File: src/rtl/mips32_pkg.sv
// Shared register-file types and widths for the writeback path.
// The entry struct is the storage format of the MDU pending buffer.
package mips32_pkg;

    localparam int REG_ADDR_W = 5;
    localparam int DATA_W     = 32;
    localparam int NUM_REGS   = 32;

    typedef struct packed {
        logic                  valid;
        logic [REG_ADDR_W-1:0] wa;
        logic [DATA_W-1:0]     wd;
    } wb_entry_t;

    function automatic logic [NUM_REGS-1:0] reg_onehot(input logic [REG_ADDR_W-1:0] a);
        logic [NUM_REGS-1:0] r;
        r    = '0;
        r[a] = 1'b1;
        return r;
    endfunction

endpackage

File: src/rtl/wb_pend_buf.sv
// Circular buffer of MDU results waiting for the register-file write port.
// Entries can be killed in place by a younger pipeline write to the same register.
module wb_pend_buf
    import mips32_pkg::*;
#(
    parameter int DEPTH = 4
) (
    input  logic                        clk,
    input  logic                        rst_n,
    input  logic                        i_push,
    input  logic [REG_ADDR_W-1:0]       i_push_wa,
    input  logic [DATA_W-1:0]           i_push_wd,
    input  logic                        i_pop,
    input  logic                        i_kill,
    input  logic [REG_ADDR_W-1:0]       i_kill_wa,
    output logic                        o_head_valid,
    output logic [REG_ADDR_W-1:0]       o_head_wa,
    output logic [DATA_W-1:0]           o_head_wd,
    output logic [$clog2(DEPTH):0]      o_count,
    output logic                        o_empty,
    output logic [NUM_REGS-1:0]         o_pend_mask
);

    localparam int PTR_W = $clog2(DEPTH);
    localparam logic [PTR_W:0] FULL_CNT = (PTR_W+1)'(DEPTH);

    wb_entry_t         r_mem [DEPTH];
    logic [PTR_W-1:0]  r_head;
    logic [PTR_W-1:0]  r_tail;
    logic [PTR_W:0]    r_count;

    logic              w_full;
    logic              w_empty;
    logic              w_push;
    logic              w_pop;
    logic [NUM_REGS-1:0] w_mask;

    assign w_full  = (r_count == FULL_CNT);
    assign w_empty = (r_count == '0);
    assign w_push  = i_push && !w_full;
    assign w_pop   = i_pop && !w_empty;

    always_ff @(posedge clk or negedge rst_n) begin
        if (!rst_n) begin
            for (int i = 0; i < DEPTH; i++) begin
                r_mem[i] <= '0;
            end
            r_head  <= '0;
            r_tail  <= '0;
            r_count <= '0;
        end else begin
            // Kill first; pop/push slots never coincide, so later writes win cleanly.
            for (int i = 0; i < DEPTH; i++) begin
                if (i_kill && r_mem[i].valid && (r_mem[i].wa == i_kill_wa)) begin
                    r_mem[i].valid <= 1'b0;
                end
            end
            if (w_pop) begin
                r_mem[r_head].valid <= 1'b0;
                r_head              <= r_head + PTR_W'(1);
            end
            if (w_push) begin
                r_mem[r_tail] <= '{valid: 1'b1, wa: i_push_wa, wd: i_push_wd};
                r_tail        <= r_tail + PTR_W'(1);
            end
            case ({w_push, w_pop})
                2'b10:   r_count <= r_count + (PTR_W+1)'(1);
                2'b01:   r_count <= r_count - (PTR_W+1)'(1);
                default: r_count <= r_count;
            endcase
        end
    end

    always_comb begin
        w_mask = '0;
        for (int i = 0; i < DEPTH; i++) begin
            if (r_mem[i].valid) begin
                w_mask = w_mask | reg_onehot(r_mem[i].wa);
            end
        end
    end

    assign o_pend_mask  = {w_mask[NUM_REGS-1:1], 1'b0};
    assign o_head_valid = r_mem[r_head].valid;
    assign o_head_wa    = r_mem[r_head].wa;
    assign o_head_wd    = r_mem[r_head].wd;
    assign o_count      = r_count;
    assign o_empty      = w_empty;

endmodule

File: src/rtl/wb_arbiter.sv
// Owns the register-file write port: pipeline writes always win, MDU results
// bypass straight to the port when idle or wait in the pending buffer.
module wb_arbiter
    import mips32_pkg::*;
#(
    parameter int DEPTH = 4
) (
    input  logic                  clk,
    input  logic                  rst_n,
    input  logic                  p_we,
    input  logic [REG_ADDR_W-1:0] p_wa,
    input  logic [DATA_W-1:0]     p_wd,
    input  logic                  m_valid,
    output logic                  m_ready,
    input  logic [REG_ADDR_W-1:0] m_wa,
    input  logic [DATA_W-1:0]     m_wd,
    output logic                  we,
    output logic [REG_ADDR_W-1:0] wa,
    output logic [DATA_W-1:0]     wd,
    output logic [NUM_REGS-1:0]   pend_mask
);

    localparam int CNT_W = $clog2(DEPTH) + 1;

    logic                  r_we;
    logic [REG_ADDR_W-1:0] r_wa;
    logic [DATA_W-1:0]     r_wd;

    logic                  w_p_act;
    logic                  w_m_xfer;
    logic                  w_m_drop;
    logic                  w_bypass;
    logic                  w_push;
    logic                  w_pop;
    logic                  w_empty;
    logic [CNT_W-1:0]      w_count;
    logic                  w_head_valid;
    logic [REG_ADDR_W-1:0] w_head_wa;
    logic [DATA_W-1:0]     w_head_wd;

    assign w_p_act  = p_we && (p_wa != '0);
    assign m_ready  = (w_count != CNT_W'(DEPTH));
    assign w_m_xfer = m_valid && m_ready;
    // r0 results are meaningless, and a same-cycle pipeline write to the same register is younger.
    assign w_m_drop = (m_wa == '0) || (w_p_act && (m_wa == p_wa));
    assign w_bypass = w_m_xfer && !w_m_drop && w_empty && !w_p_act;
    assign w_push   = w_m_xfer && !w_m_drop && !w_bypass;
    assign w_pop    = !w_p_act && !w_empty;

    wb_pend_buf #(.DEPTH(DEPTH)) u_pend_buf (
        .clk          (clk),
        .rst_n        (rst_n),
        .i_push       (w_push),
        .i_push_wa    (m_wa),
        .i_push_wd    (m_wd),
        .i_pop        (w_pop),
        .i_kill       (w_p_act),
        .i_kill_wa    (p_wa),
        .o_head_valid (w_head_valid),
        .o_head_wa    (w_head_wa),
        .o_head_wd    (w_head_wd),
        .o_count      (w_count),
        .o_empty      (w_empty),
        .o_pend_mask  (pend_mask)
    );

    always_ff @(posedge clk or negedge rst_n) begin
        if (!rst_n) begin
            r_we <= 1'b0;
            r_wa <= '0;
            r_wd <= '0;
        end else if (w_p_act) begin
            r_we <= 1'b1;
            r_wa <= p_wa;
            r_wd <= p_wd;
        end else if (w_pop && w_head_valid) begin
            r_we <= 1'b1;
            r_wa <= w_head_wa;
            r_wd <= w_head_wd;
        end else if (w_bypass) begin
            r_we <= 1'b1;
            r_wa <= m_wa;
            r_wd <= m_wd;
        end else begin
            r_we <= 1'b0;
        end
    end

    assign we = r_we;
    assign wa = r_wa;
    assign wd = r_wd;

endmodule
File: config.mk
export PLATFORM = sky130hd
export DESIGN_NAME = wb_arbiter
export DESIGN_NICKNAME = d
export VERILOG_FILES = /design/src/rtl/mips32_pkg.sv /design/src/rtl/wb_pend_buf.sv /design/src/rtl/wb_arbiter.sv
export SDC_FILE = /design/constraint.sdc
export NUM_CORES = 1
export LEC_CHECK = 0
export CORE_MARGIN = 2
export CORE_UTILIZATION = 40
export CTS_CLUSTER_DIAMETER = 60
export DETAILED_ROUTE_END_ITERATION = 6
export MAX_ROUTING_LAYER = met4
export SYNTH_ARGS = -nofsm -noshare
export SYNTH_HDL_FRONTEND = slang
export SYNTH_HIERARCHICAL = 1
export SYNTH_SLANG_ARGS = --single-unit
File: constraint.sdc
create_clock -name clk -period 2.83 [get_ports clk]
set_input_delay 0.4245 -clock clk [delete_from_list [all_inputs] [get_ports clk]]
set_output_delay 0.4245 -clock clk [all_outputs]
set_load 0.05 [all_outputs]
Word level (Yosys, flattened, before mapping)

Index checks and enable logic that the tools add are counted.
W data, S select, Z words.

ROM bits: 0
Input port bits: 78
Latch bits: 0
Logic and storage cells: 121
RAM bits: 0
Flip-flop bits (word level): 197
Memories: 0
Output and inout bits: 71

Shifts and indexed selects: 0
Multiplexer cells: 37
$lt $le $gt $ge: 12
Reduce and logical (&&, ||, !) cells: 36
$mul: 0
Equality and inequality tests: 9
Div/mod/pow operators: 0
Bitwise gates (word level): 5
Add/subtract/negate cells: 4

Operators by type and width:

| operator              | count |
|---|---|
| $bwmux W152           | 2 |
| $mux W152             | 2 |
| $mux W32              | 7 |
| $demux W38 S2         | 2 |
| $mux W38              | 4 |
| $or A32 B32 Y32       | 3 |
| $bmux W38 S2          | 1 |
| $eq A5 B5 Y1          | 5 |
| $logic_and A1 B1 Y1   | 25 |
| $lt A5 B6 Y1 const B  | 4 |
| $demux W1 S5          | 4 |
| $ge A5 B1 Y1 const B  | 4 |
| $mux W5               | 3 |
| $mux W1               | 11 |
| $ge A3 B3 Y1 const B  | 2 |
| $lt A3 B1 Y1 const B  | 2 |
| $not A2 Y3            | 2 |
| $pmux W3 S2           | 1 |
| $logic_not A1 Y1      | 5 |
| $logic_not A5 Y1      | 1 |
| $reduce_bool A5 Y1    | 1 |
| $add A2 B1 Y2 const B | 2 |
| $add A3 B1 Y3 const B | 1 |
| $eq A3 B3 Y1 const B  | 1 |
| 8 further kinds       | 8 |

Longest topological paths before layout

Gate-level depths: netlist (run 1).

Depth in word-level cells: 13
Gate-level depth with buffers: 13

Hierarchy

The synthesis (run 1) kept the hierarchy.

By module, submodules not included:

| module      | area an instance (um^2) | cells each | sequential area each (um^2) | instances |
|---|---|---|---|---|
| wb_pend_buf | 8649.5                  | 599        | 3978.8                      | 1 |
| wb_arbiter  | 2467.4                  | 183        | 950.9                       | 1 |

Least setup slack after synthesis (run 1)

Ideal clock, no wire load.

Path type: input-to-reg
Start point: input port p_wa[1]
End point: register u_pend_buf.r_count[2] (netlist: u_pend_buf/o_count[2])
Stages on the path: 13
Arrival: 2943 ps
Path slack: -192 ps
Setup time: 79 ps
Path buffers: 1
Cells stage by stage: or4_4 -> o21ai_4 -> buf_2 -> inv_1 -> nor2_1 -> nand2b_1 -> inv_1 -> ha_1 -> inv_1 -> fa_1 -> xor2_1 -> nor2_1 -> xor2_1

Elaborated cells on any way between the ends: 19
Those cells by class: eq/ne (3); mux (1); reduce/logical (15)

RTL lines:

| item                                              | RTL line          | source |
|---|---|---|
| start: declaration                                | wb_arbiter.sv:11  | `input logic [REG_ADDR_W-1:0] p_wa,` |
| $reduce_bool A5 Y1 (*)                            | wb_arbiter.sv:41  | `assign w_p_act = p_we && (p_wa != '0);` |
| $logic_and A1 B1 Y1 (*)                           | wb_arbiter.sv:41  |  |
| net w_p_act                                       | wb_arbiter.sv:29  | `logic w_p_act;` |
| $logic_not A1 Y1 (*)                              | wb_arbiter.sv:48  | `assign w_pop = !w_p_act && !w_empty;` |
| $logic_and A1 B1 Y1 (*)                           | wb_arbiter.sv:48  |  |
| net w_pop                                         | wb_arbiter.sv:34  | `logic w_pop;` |
| $logic_and A1 B1 Y1 (*)                           | wb_pend_buf.sv:41 | `assign w_pop = i_pop && !w_empty;` |
| $eq A2 B1 Y1 or $eq A2 B2 Y1 (tied branches)      | wb_pend_buf.sv:66 | `case ({w_push, w_pop})` |
| $pmux W3 S2 or $reduce_bool A2 Y1 (tied branches) | n/a               |  |
| end signal: assignment                            | wb_pend_buf.sv:67 | `2'b10: r_count <= r_count + (PTR_W+1)'(1);` |
| end signal: assignment                            | wb_pend_buf.sv:68 | `2'b01: r_count <= r_count - (PTR_W+1)'(1);` |
| end signal: assignment                            | wb_pend_buf.sv:69 | `default: r_count <= r_count;` |
| end: declaration                                  | wb_pend_buf.sv:30 | `logic [PTR_W:0] r_count;` |

Mark *: on every way through the listed nets, which the timed path passes. The rest lies on a longest branch.
A chain may end at the register's enable or synchronous reset.

Final worst setup path (run 1)

Start point: register u_pend_buf/r_mem[110] in the netlist's numbering
End point: output port pend_mask[6]

Word-level cells in the longest chain between the ends: 10
Elaborated cells on any way between the ends: 11
Those cells by class: order compare (2); mux (5); bitwise (3); reduce/logical (1)

Ends and longest elaborated chain:

| item                                                               | RTL line          | source |
|---|---|---|
| start: declaration                                                 | wb_pend_buf.sv:27 | `wb_entry_t r_mem [DEPTH];` |
| start signal: indexed assignment                                   | wb_pend_buf.sv:63 | `r_mem[r_tail] <= '{valid: 1'b1, wa: i_push_wa, wd: i_push_wd};` |
| $lt A5 B6 Y1 (implied by the code) or $ge A5 B1 Y1 (tied branches) | mips32_pkg.sv:18  | `r[a] = 1'b1;` |
| $logic_and A1 B1 Y1 (implied by the code)                          | mips32_pkg.sv:18  |  |
| $mux W1 (implied by the code)                                      | mips32_pkg.sv:18  |  |
| $demux W1 S5 (*)                                                   | n/a               |  |
| $or A32 B32 Y32 (*)                                                | wb_pend_buf.sv:78 | `w_mask = w_mask \| reg_onehot(r_mem[i].wa);` |
| $mux W32 (*)                                                       | wb_pend_buf.sv:77 | `if (r_mem[i].valid) begin` |
| $or A32 B32 Y32                                                    | wb_pend_buf.sv:78 |  |
| $mux W32 (*)                                                       | wb_pend_buf.sv:77 |  |
| $or A32 B32 Y32                                                    | wb_pend_buf.sv:78 |  |
| $mux W32 (*)                                                       | wb_pend_buf.sv:77 |  |
| end: declaration                                                   | wb_arbiter.sv:20  | `output logic [NUM_REGS-1:0] pend_mask` |

Mark *: on every way between the ends. The rest lies on a longest branch, timed or not.

==> impl_metrics.toml, run 1 <==
[power_and_ir_drop]
p_seq_share_pct = 28.6
p_int_uw = 11200
leakagePower_uw = 0.00585
ir_worst_vdd_uv = 648
clkPwrFrac_pct = 13.6
p_per_area_nw_per_um2 = 1300
switching_share_pct = 38.6
switchingPower_uw = 7030
p_comb_share_pct = 57.8

[floorplan]
rows = 61
io_pins = 149
coreArea_um2 = 27600
die_h_um = 171
start_util_pct = 40.3
die_area_um2 = 29100
die_w_um = 171

[logic_synthesis]
synth_async_sr_flop_share_pct = 100
synth_top_flop_cell = "dfrtp_1"
synth_edf_count = 0
synthAdderAreaFrac_pct = 1.19
syn-num-nets = 870
seq_area_frac_synth_pct = 44.3
synth_top_cell_area_share_pct = 44.3
synth.avg_cell_area_um2 = 14.2
synth-seq-cells = 197
synth_mux_area_share_pct = 36.8
yosys.area_share.simple_pct = 5.50
synth_xor_area_share_pct = 2.36
synth_top_family_by_area = "multiplexers"
yosysWarnings = 6
synth_area_um2 = 11100
synthDistinctLibCells = 49
synth_compound_area_share_pct = 5.89
synth_area_leaders = "dfrtp_1, mux2_2, mux2_4, mux4_2, buf_6"
syn-instance-count = 782
synth_top_cell_by_area = "dfrtp_1"

[cts]
cts_tree = "yes"
htreeDepth = 4
cts_made_buffers = 17
cts_sinks = 197
ctsHoldBuffers = 0
clk_transition_reported_paths_ns = 0.07
clockBufferDepth = 2
cts_root_buf = "clkbuf_16"
clock_latency_ns = 0.43

[critical_path]
cp-end-kind = "primary output"
cp-startpoint = "u_pend_buf/r_mem[110]"
reg2reg_from = "u_pend_buf/o_count[1]"
cp.arrival_ns = 2.27
critPathCapture = "pend_mask[6]"
timing.rr.end = "u_pend_buf/o_count[2]"
critPathMaxFanout = 9
reg2reg_slack_ns = 0.29
crit_type = "register to primary output"
cp-start-kind = "register"
crit_required_ns = 2.41
reg2reg_depth = 11

[timing]
setup_viol_count_final = 0
clock_skew_ns = 0.0146
finalSetupTns_ns = 0
min_period_over_period_pct = 95.1
finalHoldViolations = 0
final.setup.worst_slack_ns = 0.139
timing.slew.headroom_pct = 48.6
min_period_ns = 2.69
drv_slew = 0
fmax_mhz = 372
rsz0062_at_grt = "no"
worstMarginPinSlew_ns = 0.761

[placement]
place_area_um2 = 13400
pre_cts_slack_ns = -0.266
gp_congestion = 0.947
port_buffers = 147
dp.cells = 1314
hpwl_mm = 19.2

[grt]
grt_pass1_wl_mm = 44.5
track_usage_pct = 20.4
met1_usage_pct = 28.1
top_usage_layer = "met2"
grtUsageMet2_pct = 31.4
grt_pass1_vias = 7687
antenna_found_initial = 1
grt_overflow = 0
grt_max_degree = 68
grt_util_met3_pct = 4.05

[cells_and_area]
final_common_cell = "dfrtp_1"
fin_nets = 1045
layout-drive-gt1-share_pct = 46.1
fillers = 2375
final_cell_mix = "dfrtp_1, mux2_2, clkdlybuf4s50_1"
final_util_pct = 50.8
area_growth_syn_to_layout_pct = 26.0
final_cells = 1349
finalInstanceArea_um2 = 14000

[drt]
drt_wl_total_mm = 28.1
ant_nets = 0
drt_first_pass_iters = 5
drt_drc_violations_left = 0
viasPerCell = 5.44
wl_per_cell_um = 20.8
drt-initial-drc-count = 480
vias = 7333

[hold_path]
hold_path.class = "primary input to async pin"

[status]
status = "complete, no violations"

[run]
maxCapViolCount = 0
## area by class of cell
type                       count  area [µm²]  area share (%)
sequential                   197        4930            35.2
clock inverter                11         124           0.884
timing repair buffer         223        2180            15.6
inverter                      10        37.5           0.268
multi-input combinational    508        5770            41.2
tap                          378         473            3.38
antenna                        1        2.50          0.0179
clock buffer                  21         480            3.43
## power by group through the flow
| stage | clock (µW) | sequential (µW) | combinational, µW |
|---|---|---|---|
| 5_1_grt | 2680 | 5400 | 11200 |
| 4_1_cts | 2560 | 5200 | 10600 |
| 3_3_place_gp | 0 | 5210 | 10500 |
| 6_report | 2480 | 5210 | 10500 |
| 3_5_place_dp | 0 | 5220 | 10500 |
| 2_1_floorplan | 0 | 5880 | 6850 |
## worst min-delay path by stage
stage                            endpoint  cells after the start
finish                              wa[4]                      1
global route        u_pend_buf/r_mem[147]                      1
CTS                                 wa[4]                      1
global placement      u_pend_buf/r_mem[3]                      1
detailed placement                  wa[4]                      1
floorplan           u_pend_buf/o_count[0]                      0
## stage by stage
step                power (µW)  hold slack (ns)
floorplan                12700            0.129
global placement         15700            0.484
detailed placement       15800            0.486
CTS                      18300           0.0187
global route             19300           0.0298
finish                   18200          0.00582
## logic make-up (layout without fill, tap and decap cells)
logic type | after synthesis | in the layout
fa+ha+maj | 10 | 10
buf+inv | 77 | 265
compound gates | 81 | 81
mux | 294 | 294
flops | 197 | 197
other cells | 1 | 2
simple gates | 92 | 92
xor+xnor | 30 | 30
## synthesized netlist by cell type (6+ instances only)
| library cell | number |
|---|---|
| o22ai_1 | 17 |
| nand3b_1 | 10 |
| xnor2_1 | 18 |
| nor2_1 | 6 |
| nand4_1 | 6 |
| mux2_4 | 95 |
| mux4_2 | 38 |
| dfrtp_1 | 197 |
| a22oi_1 | 13 |
| nand2_1 | 16 |
| or3b_2 | 7 |
| o221ai_1 | 14 |
| buf_2 | 13 |
| ha_1 | 9 |
| nor2b_1 | 6 |
| o21ai_0 | 6 |
| mux2_2 | 156 |
| a221o_1 | 14 |
| clkbuf_1 | 34 |
| xor2_1 | 12 |
| inv_1 | 10 |
| buf_6 | 16 |
## routing by layer
layer  routed length [µm]  share of wire [%]
met2                13200                 47
met3                 1270                4.5
met5                    0                  0
met4                  450                1.6
met1                13200                 47
## flip-flops by register name, indices dropped and copies added (netlist names)
signal              flops
u_pend_buf/r_mem      152
wd                     32
u_pend_buf/r_head       2
we                      1
wa                      5
u_pend_buf/o_count      3
u_pend_buf/r_tail       2
## timing repair
action | in CTS | in global routing
gates cloned | 0 | 0
resized for setup | 1 | 2
pin swaps | 0 | 1
setup endpoints to repair | 1 | 4
setup buffers | 0 | 2
## critical path: stages (launching register included)
cell and delay, ns:
dfrtp_1 0.58, nor4bb_1 0.74, a22oi_1 0.15, o221ai_1 0.13
buf_4 0.24
(Power assumes the default switching activity.)
==> run 2: changes to the inputs <==
--- a/config.mk
+++ b/config.mk
@@ -10,7 +10,7 @@
 export CTS_CLUSTER_DIAMETER = 60
 export DETAILED_ROUTE_END_ITERATION = 6
 export MAX_ROUTING_LAYER = met4
+export SLEW_MARGIN = 20
 export SYNTH_ARGS = -nofsm -noshare
 export SYNTH_HDL_FRONTEND = slang
-export SYNTH_HIERARCHICAL = 1
 export SYNTH_SLANG_ARGS = --single-unit
==> impl_metrics.toml, run 2 <==
[status]
status = "complete, no violations"

[timing]
drv_slew = 0
timing.slew.headroom_pct = 54.9
rsz0062_at_grt = "no"
fmax_mhz = 370
worstMarginPinSlew_ns = 0.674
finalHoldViolations = 0
clock_skew_ns = 0.0156
min_period_over_period_pct = 95.6
min_period_ns = 2.70
setup_viol_count_final = 0

[logic_synthesis]
synthDistinctLibCells = 45
syn-num-nets = 862
seq_area_frac_synth_pct = 47.0
synth_area_um2 = 10500
synth_top_flop_cell = "dfrtp_1"
synth_area_leaders = "dfrtp_1, mux2_4, mux4_2, mux2_2, mux2i_1"
synth-seq-cells = 197
synth_common_cells = "dfrtp_1, mux2_4, mux2_2, o22ai_1"
synth_top_cell_by_area = "dfrtp_1"
synth_async_sr_flop_share_pct = 100
yosysWarnings = 0
yosysMostFrequentCell = "dfrtp_1"
syn-instance-count = 774
synth_top_cell_area_share_pct = 47.0
synth.avg_cell_area_um2 = 13.6
synth_edf_count = 0

[cells_and_area]
area_growth_syn_to_layout_pct = 24.6
final_common_cell = "dfrtp_1"
final_cell_mix = "dfrtp_1, clkdlybuf4s50_1, mux2_4"
diodes = 0
fin_nets = 1010
layout-drive-gt1-share_pct = 32.9
largest_reg_flops = 152
top_register = "u_pend_buf.r_mem"
finalInstanceArea_um2 = 13100
fillers = 2257

[critical_path]
cp_top_family = "buffers and inverters"
cp-end-kind = "primary output"
critPathMaxFanout = 8
critPathBufInv = 1
crit_required_ns = 2.41
worst_path_max_delay_cell = "dlygate4sd2_1"
path_cells = "nand3b_1, o22ai_1, a221o_1, dlygate4sd2_1"
crit_type = "register to primary output"
cp-start-kind = "register"
cp.arrival_ns = 2.28
cp_slowest_stage_delay_ns = 0.53

[floorplan]
die_h_um = 166
die_w_um = 166
io_pins = 149
rows = 59
coreArea_um2 = 25900
die_area_um2 = 27500
start_util_pct = 40.5

[drt]
drt-initial-drc-count = 734
vias = 7263
viasPerCell = 5.72
wl_per_cell_um = 21.1
ant_nets = 0
drt_drc_violations_left = 0
drt_first_pass_iters = 5
drt_wl_total_mm = 26.7

[power_and_ir_drop]
total_power_uw = 17000
p_per_area_nw_per_um2 = 1300
ir_worst_vdd_uv = 637
leakagePower_uw = 0.00576

[cts]
clockBufferDepth = 2
cts_setup_buffers = 0
cts_made_buffers = 17
clock_latency_ns = 0.43
clk_transition_reported_paths_ns = 0.08
cts_sinks = 197
cts_tree = "yes"
cts_root_buf = "clkbuf_16"
htreeDepth = 4

[grt]
grt_max_degree = 73
track_usage_pct = 20.5
grt_overflow = 0
grt_pass1_vias = 7711
grt_pass1_wl_mm = 43.9
antenna_found_initial = 0

[hold_path]
hold_path.class = "register to register"

[placement]
gp_congestion = 0.880
hpwl_mm = 18.2
place_area_um2 = 12500
port_buffers = 147

[run]
maxCapViolCount = 0
[run 2: changes by cell type after synthesis, sizes merged, moves of 6 or more]
| cell | previous run | this run |
|---|---|---|
| mux2i | 5 | 37 |
| mux2 | 251 | 150 |
| nand3 | 5 | 14 |
| o22ai | 17 | 48 |
| a21oi | 0 | 38 |
| a22oi | 13 | 19 |
[run 2: timing repair]
item | in CTS | in global routing
endpoints found under the setup margin | 10 | 0
resized for setup | 10 | 0
endpoints found under the hold margin | 30 | 0
hold buffers | 1 | 0
[run 2: area by class of cell]
| cell class | count | area, µm² | share of cell area [%] |
|---|---|---|---|
| Sequential cell | 197 | 4930 | 37.7 |
| Clock buffer | 18 | 439 | 3.36 |
| Timing Repair Buffer | 196 | 1920 | 14.7 |
| Multi-Input combinational cell | 503 | 5180 | 39.6 |
| Tap cell | 335 | 419 | 3.21 |
| Clock inverter | 14 | 160 | 1.22 |
| Inverter | 7 | 26.3 | 0.201 |
[run 2: path summary, 6_finish.rpt]
check                                           from              endpoint  slack [ns]  cells past startpoint
worst max-delay path            u_pend_buf.r_mem[70]         pend_mask[22]        0.13                      4
worst min-delay path            u_pend_buf.r_mem[69]  u_pend_buf.r_mem[69]        0.50                      1
worst max register to register  u_pend_buf.r_mem[37]                wd[16]        0.78                      5
worst min register to register  u_pend_buf.r_mem[69]  u_pend_buf.r_mem[69]        0.50                      1
max in group asynchronous                      rst_n  u_pend_buf.r_head[0]        1.53                      3
min in group asynchronous                      rst_n  u_pend_buf.r_mem[19]        0.51                      2
[run 2: cell families (layout without fill, tap and decap cells)]
| logic type | count (synthesis) | in the layout | share of synthesized area, % |
|---|---|---|---|
| muxes | 225 | 225 | 30.5 |
| DFF | 197 | 197 | 47.0 |
| AOI/OAI and AO/OA | 148 | 148 | 9.70 |
| and+or+nand+nor | 89 | 89 | 5.28 |
| buffers and inverters | 74 | 235 | 3.71 |
| xor gates and xnor gates | 30 | 30 | 2.50 |
| adders and majority gates | 10 | 10 | 1.26 |
| other | 1 | 1 | 0.0357 |
[run 2: metrics by stage]
step	cells	setup WS, ns	TNS, ns	utilization (%)	hold WS, ns
finish	1270	0.126	0	50.5	0.502
global route	1270	0.00468	0	50.5	0.518
global placement	1237	-0.158	-15.30	48.2	0.448
floorplan	774	0.0238	0	-	0.129
CTS	1270	0.131	0	50.5	0.504
detailed placement	1237	-0.187	-15.76	48.2	0.450
[run 2: where the power goes]
| group | switching (µW) | leakage (µW) | internal, µW | total [µW] |
|---|---|---|---|---|
| clock network | 1200 | 0.000293 | 1210 | 2410 |
| logic | 4660 | 0.00314 | 4450 | 9110 |
| registers | 1170 | 0.00233 | 4270 | 5440 |
[run 2: layer usage]
layer  routed length, µm  part of all wire, %  global-route usage [%]
met5                   0                    0                       -
met3                1380                  5.2                    3.69
met1               12300                   46                    28.2
met2               12600                   47                    31.9
met4                 398                  1.5                    4.80
